===== config.mk =====
export PLATFORM = sky130hd
export DESIGN_NAME = simd4_wr_packer_flat
export DESIGN_NICKNAME = d
export VERILOG_FILES = /design/src/rtl/simd4_wr_packer_if.sv /design/src/rtl/simd4_wr_packer.sv /design/src/flat_wrapper.sv
export SDC_FILE = /design/constraint.sdc
export NUM_CORES = 1
export LEC_CHECK = 0
export ABC_AREA = 0
export CAP_MARGIN = 15
export CORE_UTILIZATION = 50
export CTS_CLUSTER_DIAMETER = 30
export DETAILED_ROUTE_END_ITERATION = 8
export PLACE_DENSITY_LB_ADDON = 0.1
export SETUP_SLACK_MARGIN = 0.5
export SYNTH_ARGS = -nofsm -noshare
export SYNTH_HDL_FRONTEND = slang
export SYNTH_SLANG_ARGS = --single-unit
export TNS_END_PERCENT = 100

===== constraint.sdc =====
create_clock -name clk -period 25.5 [get_ports clk]
set_clock_uncertainty 0.15 [all_clocks]
set_input_delay 3.825 -clock clk [delete_from_list [all_inputs] [get_ports clk]]
set_output_delay 3.825 -clock clk [all_outputs]
set_load 0.02 [all_outputs]

===== src/rtl/simd4_wr_packer_if.sv =====
// Bundle-side write lanes, flush control and the packed-word memory write port of simd4_wr_packer.
interface simd4_wr_packer_if #(
  parameter int AW = 10
);
  logic [AW-1:0] in_waddr0, in_waddr1, in_waddr2, in_waddr3;
  logic [7:0]    in_wdata0, in_wdata1, in_wdata2, in_wdata3;
  logic          in_we0, in_we1, in_we2, in_we3;
  logic          i_flush;
  logic          i_mem_ready;
  logic [AW-3:0] o_mem_waddr;
  logic [31:0]   o_mem_wdata;
  logic [3:0]    o_mem_be;
  logic          o_mem_we;
  logic          o_flush_done;
  logic          o_overflow;
  logic          o_err;
  logic [31:0]   o_word_count;

  modport master (
    output in_waddr0, in_waddr1, in_waddr2, in_waddr3,
    output in_wdata0, in_wdata1, in_wdata2, in_wdata3,
    output in_we0, in_we1, in_we2, in_we3,
    output i_flush, i_mem_ready,
    input  o_mem_waddr, o_mem_wdata, o_mem_be, o_mem_we,
    input  o_flush_done, o_overflow, o_err, o_word_count
  );

  modport slave (
    input  in_waddr0, in_waddr1, in_waddr2, in_waddr3,
    input  in_wdata0, in_wdata1, in_wdata2, in_wdata3,
    input  in_we0, in_we1, in_we2, in_we3,
    input  i_flush, i_mem_ready,
    output o_mem_waddr, o_mem_wdata, o_mem_be, o_mem_we,
    output o_flush_done, o_overflow, o_err, o_word_count
  );
endinterface


===== src/rtl/simd4_wr_packer.sv =====
// Merges SIMD4 byte-lane write bundles into 32-bit words queued in a FIFO for a wide memory.
// A word reaches the FIFO head one cycle after its push; the head holds while i_mem_ready is low.
module simd4_wr_packer #(
  parameter int AW         = 10,
  parameter int FIFO_DEPTH = 8
) (
  input logic              clk,
  input logic              rst_n,
  simd4_wr_packer_if.slave bus
);
  localparam int WW = AW - 2;
  localparam int PW = $clog2(FIFO_DEPTH);
  localparam int CW = PW + 1;

  typedef struct packed {
    logic [WW-1:0] waddr;
    logic [31:0]   data;
    logic [3:0]    be;
  } word_t;

  typedef enum logic [1:0] {S_RUN, S_FLUSH, S_DRAIN} state_t;

  state_t        state_q, state_d;
  word_t         ow_q, ow_d;
  logic          ow_vld_q, ow_vld_d;
  logic          pend_q, pend_d;
  logic          ovf_q, ovf_d;
  logic          err_q, err_d;
  logic          done_q, done_d;
  logic [31:0]   wcnt_q, wcnt_d;
  logic [PW-1:0] wr_ptr_q, wr_ptr_d, rd_ptr_q, rd_ptr_d;
  logic [CW-1:0] cnt_q, cnt_d;
  word_t         fifo_q [FIFO_DEPTH];

  logic [AW-1:0] lane_addr [4];
  logic [7:0]    lane_dat [4];
  logic [3:0]    lane_we;

  assign lane_addr[0] = bus.in_waddr0;
  assign lane_addr[1] = bus.in_waddr1;
  assign lane_addr[2] = bus.in_waddr2;
  assign lane_addr[3] = bus.in_waddr3;
  assign lane_dat[0]  = bus.in_wdata0;
  assign lane_dat[1]  = bus.in_wdata1;
  assign lane_dat[2]  = bus.in_wdata2;
  assign lane_dat[3]  = bus.in_wdata3;
  assign lane_we      = {bus.in_we3, bus.in_we2, bus.in_we1, bus.in_we0};

  logic          bundle, legal, spill, hit, push_ow, push_w0;
  logic [63:0]   win_dat;
  logic [7:0]    win_be;
  logic [WW-1:0] w0;
  logic [31:0]   mrg_dat;
  logic [3:0]    mrg_be;
  word_t         w0_word;

  // Bundle bytes are laid into a two-word window starting at the lane-0 byte offset.
  always_comb begin
    logic [2:0] pos;
    pos     = '0;
    win_dat = '0;
    win_be  = '0;
    legal   = (lane_we == 4'b0001) || (lane_we == 4'b0011) ||
              (lane_we == 4'b0111) || (lane_we == 4'b1111);
    for (int k = 0; k < 4; k++) begin
      if (lane_we[k]) begin
        if (lane_addr[k] != lane_addr[0] + AW'(k)) legal = 1'b0;
        pos = {1'b0, lane_addr[0][1:0]} + 3'(k);
        win_dat[{pos, 3'b000} +: 8] = lane_dat[k];
        win_be[pos] = 1'b1;
      end
    end
  end

  assign bundle  = |lane_we;
  assign w0      = lane_addr[0][AW-1:2];
  assign spill   = |win_be[7:4];
  assign hit     = ow_vld_q && (ow_q.waddr == w0);
  assign push_ow = ow_vld_q && !hit;

  always_comb begin
    mrg_dat = '0;
    mrg_be  = (hit ? ow_q.be : 4'h0) | win_be[3:0];
    for (int b = 0; b < 4; b++) begin
      mrg_dat[8*b +: 8] = win_be[b] ? win_dat[8*b +: 8] : (hit ? ow_q.data[8*b +: 8] : 8'h00);
    end
  end

  assign push_w0 = spill || (mrg_be == 4'hF);
  assign w0_word = '{waddr: w0, data: mrg_dat, be: mrg_be};

  logic       free2, free1, pop, mem_we;
  logic [1:0] npush;
  word_t      ent0, ent1, head;

  // Space is judged on the pre-pop count so a dual push can never overrun the FIFO.
  assign free2  = cnt_q <= CW'(FIFO_DEPTH - 2);
  assign free1  = cnt_q < CW'(FIFO_DEPTH);
  assign mem_we = cnt_q != '0;
  assign pop    = mem_we && bus.i_mem_ready;

  always_comb begin
    state_d  = state_q;
    ow_d     = ow_q;
    ow_vld_d = ow_vld_q;
    pend_d   = pend_q;
    ovf_d    = ovf_q;
    err_d    = err_q;
    done_d   = 1'b0;
    npush    = 2'd0;
    ent0     = push_ow ? ow_q : w0_word;
    ent1     = w0_word;
    case (state_q)
      S_RUN: begin
        if (bundle) begin
          if (!legal) begin
            err_d = 1'b1;
          end else if (!free2) begin
            ovf_d = 1'b1;
          end else begin
            npush = {1'b0, push_ow} + {1'b0, push_w0};
            if (spill) begin
              ow_vld_d = 1'b1;
              ow_d     = '{waddr: w0 + WW'(1), data: win_dat[63:32], be: win_be[7:4]};
            end else if (push_w0) begin
              ow_vld_d = 1'b0;
            end else begin
              ow_vld_d = 1'b1;
              ow_d     = w0_word;
            end
          end
        end
        if (pend_q) begin
          state_d = S_FLUSH;
          pend_d  = 1'b0;
        end else if (bus.i_flush) begin
          if (bundle) pend_d = 1'b1;
          else        state_d = S_FLUSH;
        end
      end
      S_FLUSH: begin
        if (bundle) err_d = 1'b1;
        if (!ow_vld_q) begin
          state_d = S_DRAIN;
        end else if (free1) begin
          npush    = 2'd1;
          ent0     = ow_q;
          ow_vld_d = 1'b0;
          state_d  = S_DRAIN;
        end
      end
      S_DRAIN: begin
        if (bundle) err_d = 1'b1;
        if (cnt_q == '0) begin
          done_d  = 1'b1;
          state_d = S_RUN;
        end
      end
      default: state_d = S_RUN;
    endcase
  end

  assign cnt_d    = cnt_q + CW'(npush) - CW'(pop);
  assign wr_ptr_d = wr_ptr_q + PW'(npush);
  assign rd_ptr_d = rd_ptr_q + PW'(pop);
  assign wcnt_d   = wcnt_q + 32'(pop);

  always_ff @(posedge clk) begin
    if (!rst_n) begin
      state_q  <= S_RUN;
      ow_q     <= '0;
      ow_vld_q <= 1'b0;
      pend_q   <= 1'b0;
      ovf_q    <= 1'b0;
      err_q    <= 1'b0;
      done_q   <= 1'b0;
      wcnt_q   <= '0;
      wr_ptr_q <= '0;
      rd_ptr_q <= '0;
      cnt_q    <= '0;
    end else begin
      state_q  <= state_d;
      ow_q     <= ow_d;
      ow_vld_q <= ow_vld_d;
      pend_q   <= pend_d;
      ovf_q    <= ovf_d;
      err_q    <= err_d;
      done_q   <= done_d;
      wcnt_q   <= wcnt_d;
      wr_ptr_q <= wr_ptr_d;
      rd_ptr_q <= rd_ptr_d;
      cnt_q    <= cnt_d;
    end
  end

  // Storage needs no reset: an empty count gates every output field.
  always_ff @(posedge clk) begin
    if (npush != 2'd0) fifo_q[wr_ptr_q] <= ent0;
    if (npush == 2'd2) fifo_q[wr_ptr_q + PW'(1)] <= ent1;
  end

  assign head             = fifo_q[rd_ptr_q];
  assign bus.o_mem_we     = mem_we;
  assign bus.o_mem_waddr  = mem_we ? head.waddr : '0;
  assign bus.o_mem_wdata  = mem_we ? head.data : '0;
  assign bus.o_mem_be     = mem_we ? head.be : '0;
  assign bus.o_flush_done = done_q;
  assign bus.o_overflow   = ovf_q;
  assign bus.o_err        = err_q;
  assign bus.o_word_count = wcnt_q;
endmodule


===== src/flat_wrapper.sv =====
// flat-port wrapper written by rule: the top's interface ports become plain ports
module simd4_wr_packer_flat 
#(
  parameter int AW         = 10,
  parameter int FIFO_DEPTH = 8
)
  (clk, rst_n, bus_in_waddr0, bus_in_waddr1, bus_in_waddr2, bus_in_waddr3, bus_in_wdata0, bus_in_wdata1, bus_in_wdata2, bus_in_wdata3, bus_in_we0, bus_in_we1, bus_in_we2, bus_in_we3, bus_i_flush, bus_i_mem_ready, bus_o_mem_waddr, bus_o_mem_wdata, bus_o_mem_be, bus_o_mem_we, bus_o_flush_done, bus_o_overflow, bus_o_err, bus_o_word_count);
  simd4_wr_packer_if #(.AW(AW)) bus_i ();
  input logic clk;
  input logic rst_n;
  input wire logic [$bits(bus_i.in_waddr0)-1:0] bus_in_waddr0;
  input wire logic [$bits(bus_i.in_waddr1)-1:0] bus_in_waddr1;
  input wire logic [$bits(bus_i.in_waddr2)-1:0] bus_in_waddr2;
  input wire logic [$bits(bus_i.in_waddr3)-1:0] bus_in_waddr3;
  input wire logic [$bits(bus_i.in_wdata0)-1:0] bus_in_wdata0;
  input wire logic [$bits(bus_i.in_wdata1)-1:0] bus_in_wdata1;
  input wire logic [$bits(bus_i.in_wdata2)-1:0] bus_in_wdata2;
  input wire logic [$bits(bus_i.in_wdata3)-1:0] bus_in_wdata3;
  input wire logic [$bits(bus_i.in_we0)-1:0] bus_in_we0;
  input wire logic [$bits(bus_i.in_we1)-1:0] bus_in_we1;
  input wire logic [$bits(bus_i.in_we2)-1:0] bus_in_we2;
  input wire logic [$bits(bus_i.in_we3)-1:0] bus_in_we3;
  input wire logic [$bits(bus_i.i_flush)-1:0] bus_i_flush;
  input wire logic [$bits(bus_i.i_mem_ready)-1:0] bus_i_mem_ready;
  output wire logic [$bits(bus_i.o_mem_waddr)-1:0] bus_o_mem_waddr;
  output wire logic [$bits(bus_i.o_mem_wdata)-1:0] bus_o_mem_wdata;
  output wire logic [$bits(bus_i.o_mem_be)-1:0] bus_o_mem_be;
  output wire logic [$bits(bus_i.o_mem_we)-1:0] bus_o_mem_we;
  output wire logic [$bits(bus_i.o_flush_done)-1:0] bus_o_flush_done;
  output wire logic [$bits(bus_i.o_overflow)-1:0] bus_o_overflow;
  output wire logic [$bits(bus_i.o_err)-1:0] bus_o_err;
  output wire logic [$bits(bus_i.o_word_count)-1:0] bus_o_word_count;
  assign bus_i.in_waddr0 = bus_in_waddr0;
  assign bus_i.in_waddr1 = bus_in_waddr1;
  assign bus_i.in_waddr2 = bus_in_waddr2;
  assign bus_i.in_waddr3 = bus_in_waddr3;
  assign bus_i.in_wdata0 = bus_in_wdata0;
  assign bus_i.in_wdata1 = bus_in_wdata1;
  assign bus_i.in_wdata2 = bus_in_wdata2;
  assign bus_i.in_wdata3 = bus_in_wdata3;
  assign bus_i.in_we0 = bus_in_we0;
  assign bus_i.in_we1 = bus_in_we1;
  assign bus_i.in_we2 = bus_in_we2;
  assign bus_i.in_we3 = bus_in_we3;
  assign bus_i.i_flush = bus_i_flush;
  assign bus_i.i_mem_ready = bus_i_mem_ready;
  assign bus_o_mem_waddr = bus_i.o_mem_waddr;
  assign bus_o_mem_wdata = bus_i.o_mem_wdata;
  assign bus_o_mem_be = bus_i.o_mem_be;
  assign bus_o_mem_we = bus_i.o_mem_we;
  assign bus_o_flush_done = bus_i.o_flush_done;
  assign bus_o_overflow = bus_i.o_overflow;
  assign bus_o_err = bus_i.o_err;
  assign bus_o_word_count = bus_i.o_word_count;
  simd4_wr_packer #(.AW(AW), .FIFO_DEPTH(FIFO_DEPTH)) u_core (.clk(clk), .rst_n(rst_n), .bus(bus_i));
endmodule

==> results of run 1 <==
-- worst reg2reg max path, delay by kind of cell (launching register included) --
family,cells,cell delay (ns)
compound gates,3,0.86
xor+xnor,1,0.17
fa+ha+maj,1,0.26
buf+inv,3,1.06
flops,1,0.33
simple gates,6,2.15
-- stage by stage --
stage,util,hold WS [ns],cells,instance area [sq um]
after floorplan,-,0.3189,2138,26470
after global placement,0.5472,0.2878,2796,28360
after detailed placement,0.5472,0.3016,2796,28360
after CTS,0.6193,0.3097,2990,32090
after global routing,0.6194,0.3507,2991,32100
final,0.6195,0.3074,2992,32100
-- cell type report --
class	instances	area share
multi-input combinational	1430	0.4045
sequential	445	0.3876
clock buffer	121	0.08621
timing repair buffer	208	0.06096
clock inverter	73	0.03021
tap	680	0.02650
inverter	34	0.003976
antenna	1	0.00007795
-- cell families after synthesis --
family,Yosys count,synth area share
flops,445,0.4696
compound gates,336,0.09443
mux,489,0.2508
xor+xnor,84,0.02779
fa+ha+maj,32,0.01569
simple gates,489,0.09698
buf+inv,263,0.04471
-- placed cells by master (no fill, tap or decap), drive strengths merged, types with 10 or more instances in the layout --
cell / count
a31oi: 30
dfxtp: 93
xor2: 32
bufinv: 21
o31ai: 30
nor2b: 15
clkdlybuf4s50: 159
o21a: 19
nand2: 126
nor2: 96
xnor2: 52
and3: 19
nand4: 73
a21oi: 68
edfxtp: 352
mux2i: 45
and2: 26
inv: 38
buf: 49
clkbuf: 121
and4: 14
a31o: 11
nor4: 14
nand3: 58
clkinv: 42
a22o: 17
a221oi: 22
o21ai: 34
nor3: 10
mux4: 88
mux2: 356
ha: 30
a22oi: 14
-- flip-flops by register name, indices dropped and copies added, names as in the netlist --
register,flops
u_core.ow_vld_q,1
u_core.rd_ptr_q,3
u_core.pend_q,1
u_core.ow_q,44
u_core.cnt_q,4
u_core.state_q,2
u_core.bus.o_word_count,32
u_core.wr_ptr_q,3
u_core.bus.o_flush_done,1
u_core.bus.o_err,1
u_core.fifo_q,352
u_core.bus.o_overflow,1
-- per-layer routing --
| metal | vias to the layer above | wire [um] |
|---|---|---|
| li1 | 8508 | - |
| met1 | 9711 | 35030 |
| met2 | 966 | 39260 |
| met3 | 169 | 7618 |
| met4 | 6 | 2789 |
| met5 | - | 40 |
-- power by group through the flow --
stage	Combinational, uW	Clock [uW]	Sequential, uW
after detailed placement	554	0	828
final	553	1400	814
after global routing	591	1450	817
after global placement	549	0	827
after CTS	556	1410	815
after floorplan	367	0	811
-- worst max-delay path by stage --
stage	from	end	slack (ns)	cells after the start
final	bus_in_waddr0[0]	u_core.fifo_q[7][41]$_DFFE_PP_	15.67	16
after CTS	bus_in_waddr0[2]	u_core.fifo_q[7][39]$_DFFE_PP_	15.74	14
after detailed placement	bus_in_waddr0[2]	u_core.fifo_q[7][39]$_DFFE_PP_	15.12	14
after global routing	bus_in_waddr0[0]	u_core.fifo_q[7][41]$_DFFE_PP_	15.33	16
after global placement	bus_in_waddr0[2]	u_core.fifo_q[7][39]$_DFFE_PP_	15.25	14
after floorplan	bus_in_waddr0[0]	u_core.fifo_q[3][0]$_DFFE_PP_	14.59	17
==> impl_metrics.ini, run 1 <==
[outcome]
status = finished, final reports clean

[layout]
drive_gt1_frac = 0.3068
nets = 2333
fillers = 3992
seq_area_sq_um = 12440
multi_input_area_sq_um = 12980
syn2layout_area_growth_pct = 21.26

[synthesis]
synthTopCellsByArea = edfxtp_1, mux2_2, mux4_2
netlist_instances = 2138
syn_nets = 2250
synth_edf_count = 352
synth_top_area_share = 0.3993
yosysSeqAreaShare = 0.4696
synth_warnings = 0
synth.distinct_cells = 84
synthArstFlopShare = 0
ys_ff_latch = 445
yosys.cell_count.top_type = edfxtp_1
synth_common_cells = edfxtp_1, mux2_2, clkbuf_1
ys.flop_type = edfxtp_1
yosysTopAreaCell = edfxtp_1
synth_area_per_cell_sq_um = 12.38
syn-cell-area_sq_um = 26470

[die]
die_h_um = 232.1
die_area_sq_um = 53870
start_util = 0.5109
core_area_sq_um = 51820
placementRows = 83
ioPinCount = 160
die_w_um = 232.1

[clock_tree]
post-cts-setup-buffers = 0
cts_sinks = 445
cts_root_buf = clkbuf_16
insertion_delay_ns = 0.64
cts.clk_slew.worst_paths_ns = 0.04
cts_buffer_depth = 3
cts_resized = 0
cts_buffers = 102
ctsHtreeMaxLevel = 3
cts-hold-fix-buffers = 0
cts_tree = built

[power]
combinationalPowerShare = 0.199
p_leak_uw = 0.01116
clockPowerShare = 0.507
power.switching_uw = 741.5
p_int_uw = 2030
finalPower_uw = 2772
power.density_nw_per_um2 = 86.35
vdd_drop_max_v = 0.00006299
pwr-share-seq = 0.294
switching_share = 0.2675

[setup_path]
r2r_start = u_core.ow_q[36]$_SDFFE_PN0P_
worstSetupPathType = primary input to flip-flop
crit_arrival_ns = 9.96
path_delay_family = simple AND/OR/NAND/NOR gates
r2r_slack_ns = 20.15
worst_setup_path_end_kind = flip-flop
start_kind = primary input
worst-path-max-fanout = 31
critical-path-slowest-cell = nor2b_1
critPathBufInv = 4
r2r.worst_path.cells = 14
crit_chain = clkdlybuf4s50_1 -> buf_4 -> inv_1 -> ha_1 -> and3b_1 -> o21ai_0 -> and2_1 -> a22oi_1 -> a31o_2 -> ha_1 -> nor4bb_1 -> nor2b_1 -> nand4_1 -> nor2_2 -> o21bai_4 -> buf_4
critPathMaxStageDelay_ns = 0.61
cp.required_ns = 25.64
r2r_end = u_core.fifo_q[7][41]$_DFFE_PP_

[sta]
fin_crit_ns = 9.828
finalSetupViolCount = 0
relSlewSlack = 0.2165
post-route-period-util = 0.3854
rsz0062_at_grt = no
tightest_slew_ns = 1.173
layout_setup_ws_ns = 15.67
fmax_ghz = 0.1017
hold_viol_final = 0
slew_violations = 0
setup_tns_ns = 0

[detailed_routing]
drtIter0Drc = 2143
routedWlPerCell_um = 28.32
dr.pass1.iters = 8
via_per_inst = 6.471
drc = 0
final_antenna_net_count = 0
vias = 19360
totalWireLength_mm = 84.73

[grt]
grt_util_met3 = 0.07674
grt_max_degree = 75
gr-usage-all-layers = 0.3138
grt_pass1_vias = 19160
antenna_found_initial = 7
grt_pass1_wl_mm = 124.5
busiest_layer = met2
use_met1 = 0.4147
grt_use_met2 = 0.4963
overflow = 0

[hold_path]
hold_depth = 2
hp-class = flip-flop to flip-flop
hold_end = u_core.bus.o_err$_SDFFE_PN0P_
min_from = u_core.bus.o_err$_SDFFE_PN0P_

[placed_design]
place.gp.congestion = 0.9361
dp_hpwl_mm = 55.05
pre_cts_ws_ns = 15.12
io_buffers = 159

[job]
cap_viol_max_count = 0
No activity file was read; power rests on OpenSTA's default activity.
==> run 2, diff against run 1 <==
==> constraint.sdc (replaced) <==
create_clock -name clk -period 8.95 [get_ports clk]
set_clock_uncertainty 0.15 [all_clocks]
set_input_delay 1.3425 -clock clk [delete_from_list [all_inputs] [get_ports clk]]
set_output_delay 1.3425 -clock clk [all_outputs]
set_load 0.02 [all_outputs]
==> run 2 against run 1 <==
Power rose to 2.8 times the previous value. Die area is the same. Final cell count shrank 0.47%. Count of clock-buffer cells in the layout shrank 11. Clock power grew to 2.7 times the previous value. Flip-flop and latch count unchanged. Critical path type unchanged.
==> impl_metrics.ini, run 2 (synthesis results as in run 1) <==
[setup_path]
worst_setup_path_end_kind = flip-flop
start_kind = primary input
worstSetupPathType = primary input to flip-flop
crit_arrival_ns = 6.99
cp.required_ns = 9.08
worst-path-max-fanout = 44

[sta]
fin_crit_ns = 6.854
layout_setup_ws_ns = 2.096
post-route-period-util = 0.7658
hold_viol_final = 0
relSlewSlack = 0.1813
holdWs_ns = 0.2982
finalSetupViolCount = 0
fmax_ghz = 0.1459
setup_tns_ns = 0
tightest_slew_ns = 1.228
rsz0062_at_grt = no
slew_violations = 0

[clock_tree]
cts_sinks = 445
cts_buffers = 98
post-cts-setup-buffers = 0
cts.clk_slew.worst_paths_ns = 0.05
cts-hold-fix-buffers = 0
insertion_delay_ns = 0.64
cts_tree = built
cts_resized = 0
ctsHtreeMaxLevel = 3
cts_buffer_depth = 3
cts_root_buf = clkbuf_16

[die]
die_h_um = 232.1
die_area_sq_um = 53870
placementRows = 83
die_w_um = 232.1
core_area_sq_um = 51820
ioPinCount = 160
start_util = 0.5109

[detailed_routing]
routedWlPerCell_um = 28.13
final_antenna_net_count = 0
drc = 0
via_per_inst = 6.576
totalWireLength_mm = 83.78
drtIter0Drc = 1887
vias = 19580
dr.pass1.iters = 6

[grt]
grt_pass1_wl_mm = 124.8
gr-usage-all-layers = 0.3105
grt_max_degree = 74
antenna_found_initial = 2
grt_pass1_vias = 19320
overflow = 0

[power]
vdd_drop_max_v = 0.0002014
clockPowerShare = 0.492
finalPower_uw = 7712
power.density_nw_per_um2 = 241.8
combinationalPowerShare = 0.206
p_leak_uw = 0.01103
switching_share = 0.2758
power.switching_uw = 2127
p_int_uw = 5585
pwr-share-seq = 0.301

[outcome]
status = finished, final reports clean

[layout]
drive_gt1_frac = 0.3026
fillers = 3998
nets = 2327
largest_reg_flops = 352
syn2layout_area_growth_pct = 20.46
final_common_cell = edfxtp_1
mostFrequentLayoutCells = edfxtp_1, mux2_2, clkdlybuf4s50_1
final_core_util = 0.6154
top_register = u_core.fifo_q

[placed_design]
dp_hpwl_mm = 54.28
place.gp.congestion = 0.9568
pre_cts_ws_ns = 1.545
io_buffers = 159

[job]
cap_viol_max_count = 0

[hold_path]
hp-class = flip-flop to flip-flop
run 2: cell count changes in the layout (fill, tap and decap cells not counted), sizes merged:
cell | previous run | this run
clkinvlp | 6 | 11
bufinv | 21 | 19
buf | 49 | 47
clkbuf | 121 | 110
clkinv | 42 | 39
inv | 38 | 37
run 2: path summary, 6_finish.rpt:
check                                     start                        endpoint  slack (ns)  depth (start not counted)
setup reg to reg   u_core.ow_q[43]$_SDFFE_PN0P_  u_core.fifo_q[0][26]$_DFFE_PP_        3.97                         13
hold / removal    u_core.bus.o_err$_SDFFE_PN0P_   u_core.bus.o_err$_SDFFE_PN0P_        0.30                          2
hold reg to reg   u_core.bus.o_err$_SDFFE_PN0P_   u_core.bus.o_err$_SDFFE_PN0P_        0.30                          2
setup / recovery               bus_in_waddr0[0]  u_core.fifo_q[3][27]$_DFFE_PP_        2.10                         13
run 2: per-layer routing:
layer / wire length (um) / up-vias / global-route usage
met5: 11 / - / 0
met4: 2151 / 2 / 0.09416
met3: 6904 / 175 / 0.06483
met2: 38880 / 1021 / 0.4817
met1: 35840 / 9903 / 0.4362
li1: - / 8482 / -
run 2: through the flow:
step	instances	instance area, sq um
5_1_grt	2977	31890
2_1_floorplan	2138	26470
6_report	2978	31890
3_5_place_dp	2795	28370
3_3_place_gp	2794	28360
4_1_cts	2977	31890
run 2: worst max-delay path, cell delays in order:
cell,delay [ns]
clkdlybuf4s50_1,0.45
buf_4,0.31
inv_1,0.20
ha_1,0.55
nand2b_1,0.32
nor4b_1,0.32
nor4bb_1,0.09
a211oi_1,0.53
and3_1,0.24
buf_4,0.44
a31oi_2,0.51
o31ai_4,1.05
buf_4,0.55
run 2: power groups by stage:
| stage | combinational (uW) | sequential (uW) | clock [uW] |
|---|---|---|---|
| floorplan | 1050 | 2310 | 0 |
| global placement | 1570 | 2360 | 0 |
| detailed placement | 1590 | 2360 | 0 |
| CTS | 1600 | 2330 | 3820 |
| global route | 1690 | 2330 | 3930 |
| finish | 1590 | 2320 | 3800 |
run 2: area by class of cell:
type	instances	area, sq um	share of cell area
multi-input cells	1430	12980	0.4069
flip-flops and latches	445	12440	0.3902
clock buffers	110	2549	0.07992
repair buffers	206	1967	0.06168
clock inverters	72	973.4	0.03052
well taps	680	850.8	0.02668
inverters	34	127.6	0.004002
diodes	1	2.502	0.00007847
